### src/rtl/kyber_pkg.sv
// Shared constants, hash-core encodings and the PRF/CBD sampler state type.
// Latency: n/a (declarations only).
// Backpressure: n/a (declarations only).
package kyber_pkg;

  localparam int KYBER_Q   = 3329;
  localparam int KYBER_N   = 256;
  localparam int PRF_BYTES = 128;
  localparam int HASH_OUT_W = 1344;

  // o_hash_en encodings towards the shared hash core
  localparam logic [1:0] HASH_EN_IDLE  = 2'b00;
  localparam logic [1:0] HASH_EN_START = 2'b01;
  localparam logic [1:0] HASH_EN_ACK   = 2'b10;

  localparam logic [1:0] HASH_MODE_SHAKE256 = 2'd3;

  typedef enum logic [2:0] {
    ST_IDLE,
    ST_REQ,
    ST_WAIT,
    ST_STREAM,
    ST_DONE
  } cbd_state_e;

endpackage

### src/rtl/cbd2_nibble.sv
// CBD eta=2 on one nibble: (b0+b1)-(b2+b3), widened to COEF_W bits.
// Latency: combinational.
// Backpressure: none; CBD_SIGNED_OUT_EN selects sign-extended output instead of mod-Q.
module cbd2_nibble #(
  parameter int COEF_W = 12
`ifndef CBD_SIGNED_OUT_EN
  , parameter int Q = 3329
`endif
) (
  input  logic [3:0]        i_nib,
  output logic [COEF_W-1:0] o_coef
);

  // s lives in [-2,2], so a 3-bit two's complement value is enough
  logic [2:0] s;

  // signed sample, then map to the output representation
  always_comb begin
    s = ({2'b00, i_nib[0]} + {2'b00, i_nib[1]}) - ({2'b00, i_nib[2]} + {2'b00, i_nib[3]});
`ifdef CBD_SIGNED_OUT_EN
    o_coef = {{(COEF_W-3){s[2]}}, s};
`else
    // Q + s for negative s: adding the sign-extended value wraps back into [Q-2, Q-1]
    o_coef = s[2] ? (COEF_W'(Q) + {{(COEF_W-3){1'b1}}, s}) : {{(COEF_W-3){1'b0}}, s};
`endif
  end

endmodule

### src/rtl/prf_cbd_sampler.sv
// PRF request (SHAKE256 over sigma||nonce) then CBD2 sampling of 256 coefficients, LANES per beat.
// Latency: start to first o_valid = 2 cycles + hash latency; then 256/LANES beats at full rate.
// Backpressure: o_valid/i_ready; o_coef/o_index held while stalled. CBD_SIGNED_OUT_EN selects signed lanes.
module prf_cbd_sampler
  import kyber_pkg::*;
#(
  parameter int Q      = KYBER_Q,
  parameter int COEF_W = 12,
  parameter int LANES  = 4
) (
  input  logic                      i_clk,
  input  logic                      i_rstn,
  input  logic                      i_start,
  input  logic [255:0]              i_sigma,
  input  logic [7:0]                i_nonce,
  output logic [1:0]                o_hash_en,
  output logic [271:0]              o_hash_in,
  output logic [1:0]                o_hash_mode,
  input  logic                      i_hash_done,
  input  logic [HASH_OUT_W-1:0]     i_hash_out,
  output logic [LANES*COEF_W-1:0]   o_coef,
  output logic [7:0]                o_index,
  output logic                      o_valid,
  input  logic                      i_ready,
  output logic                      o_busy,
  output logic                      o_done
);

  localparam int         BUF_W    = PRF_BYTES * 8;
  localparam int         SHIFT_W  = LANES * 4;
  localparam logic [7:0] LAST_IDX = 8'(KYBER_N - LANES);

  cbd_state_e         state_q, state_d;
  logic [255:0]       sigma_q, sigma_d;
  logic [7:0]         nonce_q, nonce_d;
  logic [BUF_W-1:0]   buf_q, buf_d;
  logic [7:0]         index_q, index_d;

  // only the first 128 PRF bytes are sampled; the tail is intentionally dropped
  logic unused_hash_tail;
  assign unused_hash_tail = ^i_hash_out[HASH_OUT_W-BUF_W-1:0];

  // FSM next-state, latches, PRF buffer shifting and index counting
  always_comb begin
    state_d   = state_q;
    sigma_d   = sigma_q;
    nonce_d   = nonce_q;
    buf_d     = buf_q;
    index_d   = index_q;
    o_hash_en = HASH_EN_IDLE;
    o_valid   = 1'b0;
    o_done    = 1'b0;
    case (state_q)
      ST_IDLE: begin
        if (i_start) begin
          sigma_d = i_sigma;
          nonce_d = i_nonce;
          index_d = '0;
          state_d = ST_REQ;
        end
      end
      ST_REQ: begin
        o_hash_en = HASH_EN_START;
        state_d   = ST_WAIT;
      end
      ST_WAIT: begin
        if (i_hash_done) begin
          o_hash_en = HASH_EN_ACK;
          buf_d     = i_hash_out[HASH_OUT_W-1 -: BUF_W];
          state_d   = ST_STREAM;
        end
      end
      ST_STREAM: begin
        o_valid = 1'b1;
        if (i_ready) begin
          // byte 0 sits at the MSB end, so consumed bytes leave to the left
          buf_d   = buf_q << SHIFT_W;
          index_d = index_q + 8'(LANES);
          if (index_q == LAST_IDX) begin
            state_d = ST_DONE;
          end
        end
      end
      ST_DONE: begin
        o_done  = 1'b1;
        state_d = ST_IDLE;
      end
      default: state_d = ST_IDLE;
    endcase
  end

  // state and datapath registers
  always_ff @(posedge i_clk or negedge i_rstn) begin
    if (!i_rstn) begin
      state_q <= ST_IDLE;
      sigma_q <= '0;
      nonce_q <= '0;
      buf_q   <= '0;
      index_q <= '0;
    end else begin
      state_q <= state_d;
      sigma_q <= sigma_d;
      nonce_q <= nonce_d;
      buf_q   <= buf_d;
      index_q <= index_d;
    end
  end

  assign o_busy      = (state_q != ST_IDLE);
  assign o_index     = index_q;
  assign o_hash_in   = {8'd0, sigma_q, nonce_q};
  assign o_hash_mode = HASH_MODE_SHAKE256;

  // lane l reads byte l/2 of the buffer head: even lanes low nibble, odd lanes high nibble
  for (genvar l = 0; l < LANES; l++) begin : g_lane
    localparam int NIB_MSB = BUF_W - 1 - 8 * (l / 2) - ((l % 2 == 1) ? 0 : 4);
    cbd2_nibble #(
      .COEF_W(COEF_W)
`ifndef CBD_SIGNED_OUT_EN
      , .Q(Q)
`endif
    ) u_cbd (
      .i_nib (buf_q[NIB_MSB -: 4]),
      .o_coef(o_coef[COEF_W*l +: COEF_W])
    );
  end

endmodule

### config.mk
export PLATFORM = sky130hd
export DESIGN_NAME = prf_cbd_sampler
export DESIGN_NICKNAME = d
export VERILOG_FILES = /design/src/rtl/kyber_pkg.sv /design/src/rtl/cbd2_nibble.sv /design/src/rtl/prf_cbd_sampler.sv
export SDC_FILE = /design/constraint.sdc
export NUM_CORES = 2
export LEC_CHECK = 0
export CAP_MARGIN = 20
export CELL_PAD_IN_SITES_DETAIL_PLACEMENT = 0
export CELL_PAD_IN_SITES_GLOBAL_PLACEMENT = 1
export CORE_AREA = 2 2 749 751
export CTS_CLUSTER_SIZE = 40
export DETAILED_ROUTE_END_ITERATION = 8
export DIE_AREA = 0 0 751 753
export MAX_ROUTING_LAYER = met4
export PLACE_DENSITY = 0.39
export SLEW_MARGIN = 20
export SYNTH_ARGS = -nofsm -noshare
export SYNTH_HDL_FRONTEND = slang
export SYNTH_SLANG_ARGS = --single-unit
### constraint.sdc
create_clock -name i_clk -period 2.55 [get_ports i_clk]
set_input_delay 0.51 -clock i_clk [delete_from_list [all_inputs] [get_ports i_clk]]
set_output_delay 0.51 -clock i_clk [all_outputs]
set_load 0.05 [all_outputs]
-- Word-level counts from Yosys, hierarchy flattened
Cells that the tools add are included.
- bits of input ports: 1613
- register bits: 1299
- $add $sub $neg: 17
- reductions and logical operators: 8
- muxes and demuxes: 19
- eq/ne operators: 9
- operators with widths (operator ; number):
    2-to-1 mux 1024 bit ; 2
    one-hot mux 1024 bit (2 select lines) ; 1
    adder 11 x 4 -> 12 bit (first input constant) ; 4
    2-to-1 mux 12 bit ; 4
    adder 1 x 1 -> 2 bit ; 8
    2-to-1 mux 8 bit ; 2
    one-hot mux 8 bit (2 select lines) ; 1
    2-to-1 mux 3 bit ; 4
    one-hot mux 3 bit (4 select lines) ; 1
    subtractor 3 bit ; 4
    adder 8 x 3 -> 8 bit (second input constant) ; 1
    == test 8 bit (second input constant) ; 1
    != test 2 bit (second input constant) ; 4
    == test 3 x 2 -> 1 bit (second input constant) ; 2
    AND reduction 3 bit ; 2
    one-hot mux 2 bit (2 select lines) ; 1
    AND reduction 4 bit ; 1
    nonzero test 2 bit ; 2
    == test 3 x 1 -> 1 bit (second input constant) ; 1
    == test 3 bit (second input constant) ; 1
    zero test 3 bit ; 1
    nonzero test 3 bit ; 1
    2-to-1 mux 1 bit ; 2
    2-to-1 mux 2 bit ; 1
    AND reduction 2 bit ; 1

-- Depth between registers and ports, before layout
- depth in word-level cells: 4
- mapped depth: 8

-- By module
Synthesis repeated with hierarchy kept, for this count alone.
- cells, all modules: 4010
- area, all modules: 68677.1 sq um
- by module, submodules not included (module ; instances ; area an instance (sq um) ; cells each):
    prf_cbd_sampler ; 1 ; 67956.4 ; 3926
    cbd2_nibble ; 4 ; 180.2 ; 21

-- Least setup slack after synthesis
Ideal clock, no wire load.
- kind: register to output
- from: reg buf_q[1020]
- to: out o_coef[16]
- data arrival time: 2.635 ns
- path buffers: 1
- path slack: -0.595 ns
- stages on the path, launching flop included: 9
- path through: dfrtp_1 ha_1 inv_1 ha_1 inv_1 fa_1 ha_1 nor2_1 buf_4
- cells in the longest elaborated chain, start to end: 4
- RTL lines (element ; line ; RTL):
    start: declaration ; prf_cbd_sampler.sv:36 ; logic [BUF_W-1:0] buf_q, buf_d;
    start signal: assignment ; prf_cbd_sampler.sv:104 ; buf_q <= buf_d;
    adder 1 x 1 -> 2 bit * ; cbd2_nibble.sv:19 ; s = ({2'b00, i_nib[0]} + {2'b00, i_nib[1]}) - ({2'b00, i_nib[2]} + {2'b00, i_nib[3]});
    subtractor 3 bit * ; cbd2_nibble.sv:19 ;
    adder 11 x 4 -> 12 bit ; cbd2_nibble.sv:24 ; o_coef = s[2] ? (COEF_W'(Q) + {{(COEF_W-3){1'b1}}, s}) : {{(COEF_W-3){1'b0}}, s};
    2-to-1 mux 12 bit * ; cbd2_nibble.sv:24 ;
    end: declaration ; prf_cbd_sampler.sv:21 ; output logic [LANES*COEF_W-1:0] o_coef,
Every way passes the cells marked *; elsewhere a longest branch is shown, timed or not.

-- Worst setup path in the final report
- from: reg buf_q[1017]
- to: out o_coef[1]
Same word-level chain as after synthesis.

==> metrics.txt <==
# TYPE chip_impl_metric gauge
chip_impl_info{name="run_status",value="finished, violations left"} 1
chip_impl_info{name="violations_in_the_final_reports",value="negative setup slack"} 1
chip_impl_metric{name="largest_stage_delay_worst_path",unit="ps"} 610
chip_impl_metric{name="min_period_over_period",unit=""} 1.37
chip_impl_metric{name="setup-tns-final",unit="ps"} -30370
chip_impl_info{name="critical_path.cell_chain",value="ha_1 -> inv_1 -> ha_2 -> inv_2 -> fa_2 -> ha_4 -> mux2_2 -> buf_8"} 1
chip_impl_metric{name="buffer_ports.inserted",unit=""} 1611
chip_impl_info{name="synthMostInstantiatedCell",value="sky130_fd_sc_hd__mux2_2"} 1
chip_impl_info{name="setup.worst_path.class",value="reg -> out"} 1
chip_impl_metric{name="syn_inst",unit=""} 4009
chip_impl_metric{name="power.net_switching",unit="mW"} 31.6
chip_impl_metric{name="timing_worst_slew_pin_value",unit="ps"} 826
chip_impl_info{name="unrepaired_setup_endpoints_after_global_routing",value="yes"} 1
chip_impl_metric{name="pin_count_of_the_biggest_net_entering_global_routing",unit=""} 96
chip_impl_metric{name="dp_hpwl",unit="um"} 279000
chip_impl_metric{name="drt_iter0_markers",unit=""} 1657
chip_impl_metric{name="synthToLayoutAreaGrowth",unit="%"} 53.3
chip_impl_info{name="clock_tree_from_tritoncts",value="built"} 1
chip_impl_metric{name="globalRoute.totalOverflow",unit=""} 0
chip_impl_info{name="post-synth-top-area-cell",value="sky130_fd_sc_hd__dfrtp_1"} 1
chip_impl_metric{name="netSwitchingFraction",unit=""} 0.320
chip_impl_metric{name="total_power",unit="mW"} 99.0
chip_impl_metric{name="worst_ep_required_time",unit="ps"} 2040
chip_impl_metric{name="post_synth_num_cell_types",unit=""} 40
chip_impl_metric{name="vias_after_detailed_routing",unit=""} 41100
chip_impl_info{name="synth_commonest_cells",value="1735 x sky130_fd_sc_hd__mux2_2, 1297 x sky130_fd_sc_hd__dfrtp_1, 560 x sky130_fd_sc_hd__mux2_4, 176 x sky130_fd_sc_hd__buf_2, 63 x sky130_fd_sc_hd__buf_6"} 1
chip_impl_info{name="synth_flop_cell",value="sky130_fd_sc_hd__dfrtp_1"} 1
chip_impl_metric{name="placed_area",unit="um2"} 89900
chip_impl_metric{name="postSynth.asyncResetShare",unit=""} 1.00
chip_impl_info{name="startpoint_type",value="register"} 1
chip_impl_metric{name="ir_worst_vdd",unit="mV"} 1.45
chip_impl_metric{name="floorplan.die.height",unit="um"} 753
chip_impl_metric{name="synth.avg_cell_area",unit="um2"} 15.8
chip_impl_metric{name="ant_nets",unit=""} 0
chip_impl_metric{name="antenna_found_initial",unit=""} 321
chip_impl_metric{name="clock_sink_count",unit=""} 1297
chip_impl_metric{name="drc",unit=""} 0
chip_impl_info{name="endpoint_kind",value="primary output"} 1
chip_impl_metric{name="first_global_vias",unit=""} 45200
chip_impl_metric{name="row_count",unit=""} 275
chip_impl_metric{name="hold_slack",unit="ps"} 244
chip_impl_metric{name="timing_max_transition_violations_final",unit=""} 0
chip_impl_metric{name="htreeDepth",unit=""} 4
chip_impl_metric{name="drt-vias-per-instance",unit=""} 3.02
chip_impl_metric{name="final-setup-viol-count",unit=""} 46
chip_impl_metric{name="clkPwrFrac",unit=""} 0.269
chip_impl_metric{name="layout-drive-gt1-share",unit=""} 0.521
chip_impl_metric{name="combPwrFrac",unit=""} 0.401
chip_impl_metric{name="first_pass_grt_wire_length",unit="um"} 441000
chip_impl_metric{name="timing.final.crit_period",unit="ps"} 3500
chip_impl_metric{name="clock_transition_at_the_registers_of_the_reported_paths",unit="ps"} 60
chip_impl_info{name="worstHoldPathType",value="in -> reg"} 1
chip_impl_metric{name="setup_ws",unit="ps"} -947
chip_impl_metric{name="fp.dieW",unit="um"} 751
chip_impl_metric{name="worst-endpoint-arrival",unit="ps"} 2990
chip_impl_metric{name="totalWireLength",unit="um"} 338000
chip_impl_metric{name="crit_fanout",unit=""} 2
chip_impl_metric{name="hold_viol_final",unit=""} 0
chip_impl_metric{name="synth_largest_type_area_fraction",unit=""} 0.513
chip_impl_metric{name="numCtsBuffers",unit=""} 186
chip_impl_metric{name="post_synth_edffs",unit=""} 0
chip_impl_metric{name="die-area",unit="um2"} 566000
chip_impl_metric{name="drt-pass1-iter-count",unit=""} 5
chip_impl_metric{name="p_per_area",unit="nW/um2"} 1020
chip_impl_metric{name="final_area",unit="um2"} 97000
chip_impl_info{name="critical-path-slowest-cell",value="sky130_fd_sc_hd__fa_2"} 1
chip_impl_info{name="yosys-top-cells-area",value="sky130_fd_sc_hd__dfrtp_1 51%, sky130_fd_sc_hd__mux2_2 31%, sky130_fd_sc_hd__mux2_4 13%"} 1
chip_impl_metric{name="clock_path_buffers",unit=""} 4
chip_impl_metric{name="synth-seq-area-share",unit=""} 0.513
chip_impl_metric{name="wl_per_cell",unit="um"} 24.9
chip_impl_metric{name="post-route-util",unit=""} 0.174
chip_impl_metric{name="placeableCoreArea",unit="um2"} 558000
chip_impl_metric{name="maxCapViolCount",unit=""} 0
chip_impl_metric{name="power_report.internal_total",unit="mW"} 67.3
chip_impl_metric{name="initial_utilization",unit=""} 0.113
chip_impl_metric{name="clock_skew",unit="ps"} 65.4
chip_impl_metric{name="max_freq",unit="GHz"} 0.286
chip_impl_metric{name="post_synth_instance_area",unit="um2"} 63300
chip_impl_metric{name="seq_power_share",unit=""} 0.329
chip_impl_metric{name="cellLeakagePower",unit="nW"} 42.8
chip_impl_metric{name="globalplace.congestion",unit=""} 0.846
chip_impl_metric{name="num_io_pins",unit=""} 1948
chip_impl_metric{name="slew_headroom",unit=""} 0.447
chip_impl_metric{name="grt.total_usage",unit=""} 0.119
chip_impl_metric{name="number_of_warnings_issued_by_yosys",unit=""} 0
chip_impl_info{name="root_buffer",value="sky130_fd_sc_hd__clkbuf_16"} 1
chip_impl_metric{name="nNetsFinal",unit=""} 7419
chip_impl_metric{name="postSynthRegisterBits",unit=""} 1297
chip_impl_metric{name="insertion_delay",unit="ps"} 860
-- critical path, delay by kind of cell, from the launching register on --
family / cells / cell delay (ps)
adder cells (fa/ha/maj): 4 / 1280
buffers and inverters: 3 / 240
flip-flops: 1 / 370
multiplexers: 1 / 270
-- metal layers --
metal  wire length (um)  up-vias  global-route usage
li1                   -    18400                   -
met5                  0        -                   -
met3              36300      513              0.0549
met1             139000    20500               0.138
met2             154000     1735               0.187
met4               8960        0              0.0265
-- worst paths after layout --
path	end	cells after the start	start	slack, ps
min in group asynchronous	buf_q[813]	2	i_rstn	280
setup reg to reg	buf_q[339]	9	state_q[0]	90
setup / recovery	o_coef[1]	8	buf_q[1017]	-950
max in group asynchronous	buf_q[276]	3	i_rstn	1130
hold / removal	sigma_q[160]	2	i_sigma[160]	240
hold reg to reg	sigma_q[97]	1	sigma_q[97]	500
-- power by group through the flow --
stage / sequential, mW / clock, mW / combinational, mW
3_5_place_dp: 33.2 / 0 / 39.2
2_1_floorplan: 31.6 / 0 / 25.9
3_3_place_gp: 33.0 / 0 / 39.0
6_report: 32.6 / 26.7 / 39.7
5_1_grt: 33.6 / 28.7 / 42.5
4_1_cts: 32.8 / 28.0 / 39.9
-- final cells by class --
class | count | area, um2
diodes | 193 | 483
clock buffers | 274 | 5510
clock inverters | 53 | 616
fillers | 60900 | 461000
inverters | 22 | 110
multi-input cells | 2409 | 29100
flip-flops and latches | 1297 | 32500
well taps | 7479 | 9360
repair buffers | 1868 | 19400
-- through the flow --
stage,setup WS (ps),std cells
floorplan,-47.4,4023
global placement,-517,13000
detailed placement,-525,13000
CTS,-1090,13400
global route,-1080,13600
finish,-947,13600
-- layout by cell type, fill, tap and decap left out, drive strengths merged, types with 11 or more instances in the layout --
master	n
mux2	2301
dfrtp	1297
clkdlybuf4s50	1291
buf	442
clkbuf	275
diode	193
dlygate4sd2	119
clkinv	35
inv	27
nor2b	20
ha	18
conb	16
clkdlybuf4s15	11
-- repair_timing --
| item | CTS | global route |
|---|---|---|
| hold buffers | 1 | 0 |
| pin swaps | 18 | 13 |
| cloned | 3 | 1 |
| setup buffers | 16 | 16 |
| resized for setup | 199 | 27 |
| setup endpoints to repair | 409 | 72 |
| endpoints found under the hold margin | 251 | 0 |
-- cells by family (layout without fill, tap and decap cells) --
family	after synthesis	after routing	synth area share
simple gates	46	46	0.00439
other cells	2	209	0.000119
flops	1297	1297	0.513
mux	2302	2302	0.443
xor+xnor	4	4	0.000554
fa+ha+maj	22	22	0.00482
compound gates	19	19	0.00214
buf+inv	317	2217	0.0323
-- sequential cells by signal, indices dropped and copies added (netlist names) --
| signal | count |
|---|---|
| buf_q | 1024 |
| nonce_q | 8 |
| o_index | 6 |
| sigma_q | 256 |
| state_q | 3 |
Power figures use the tool's default switching activity.
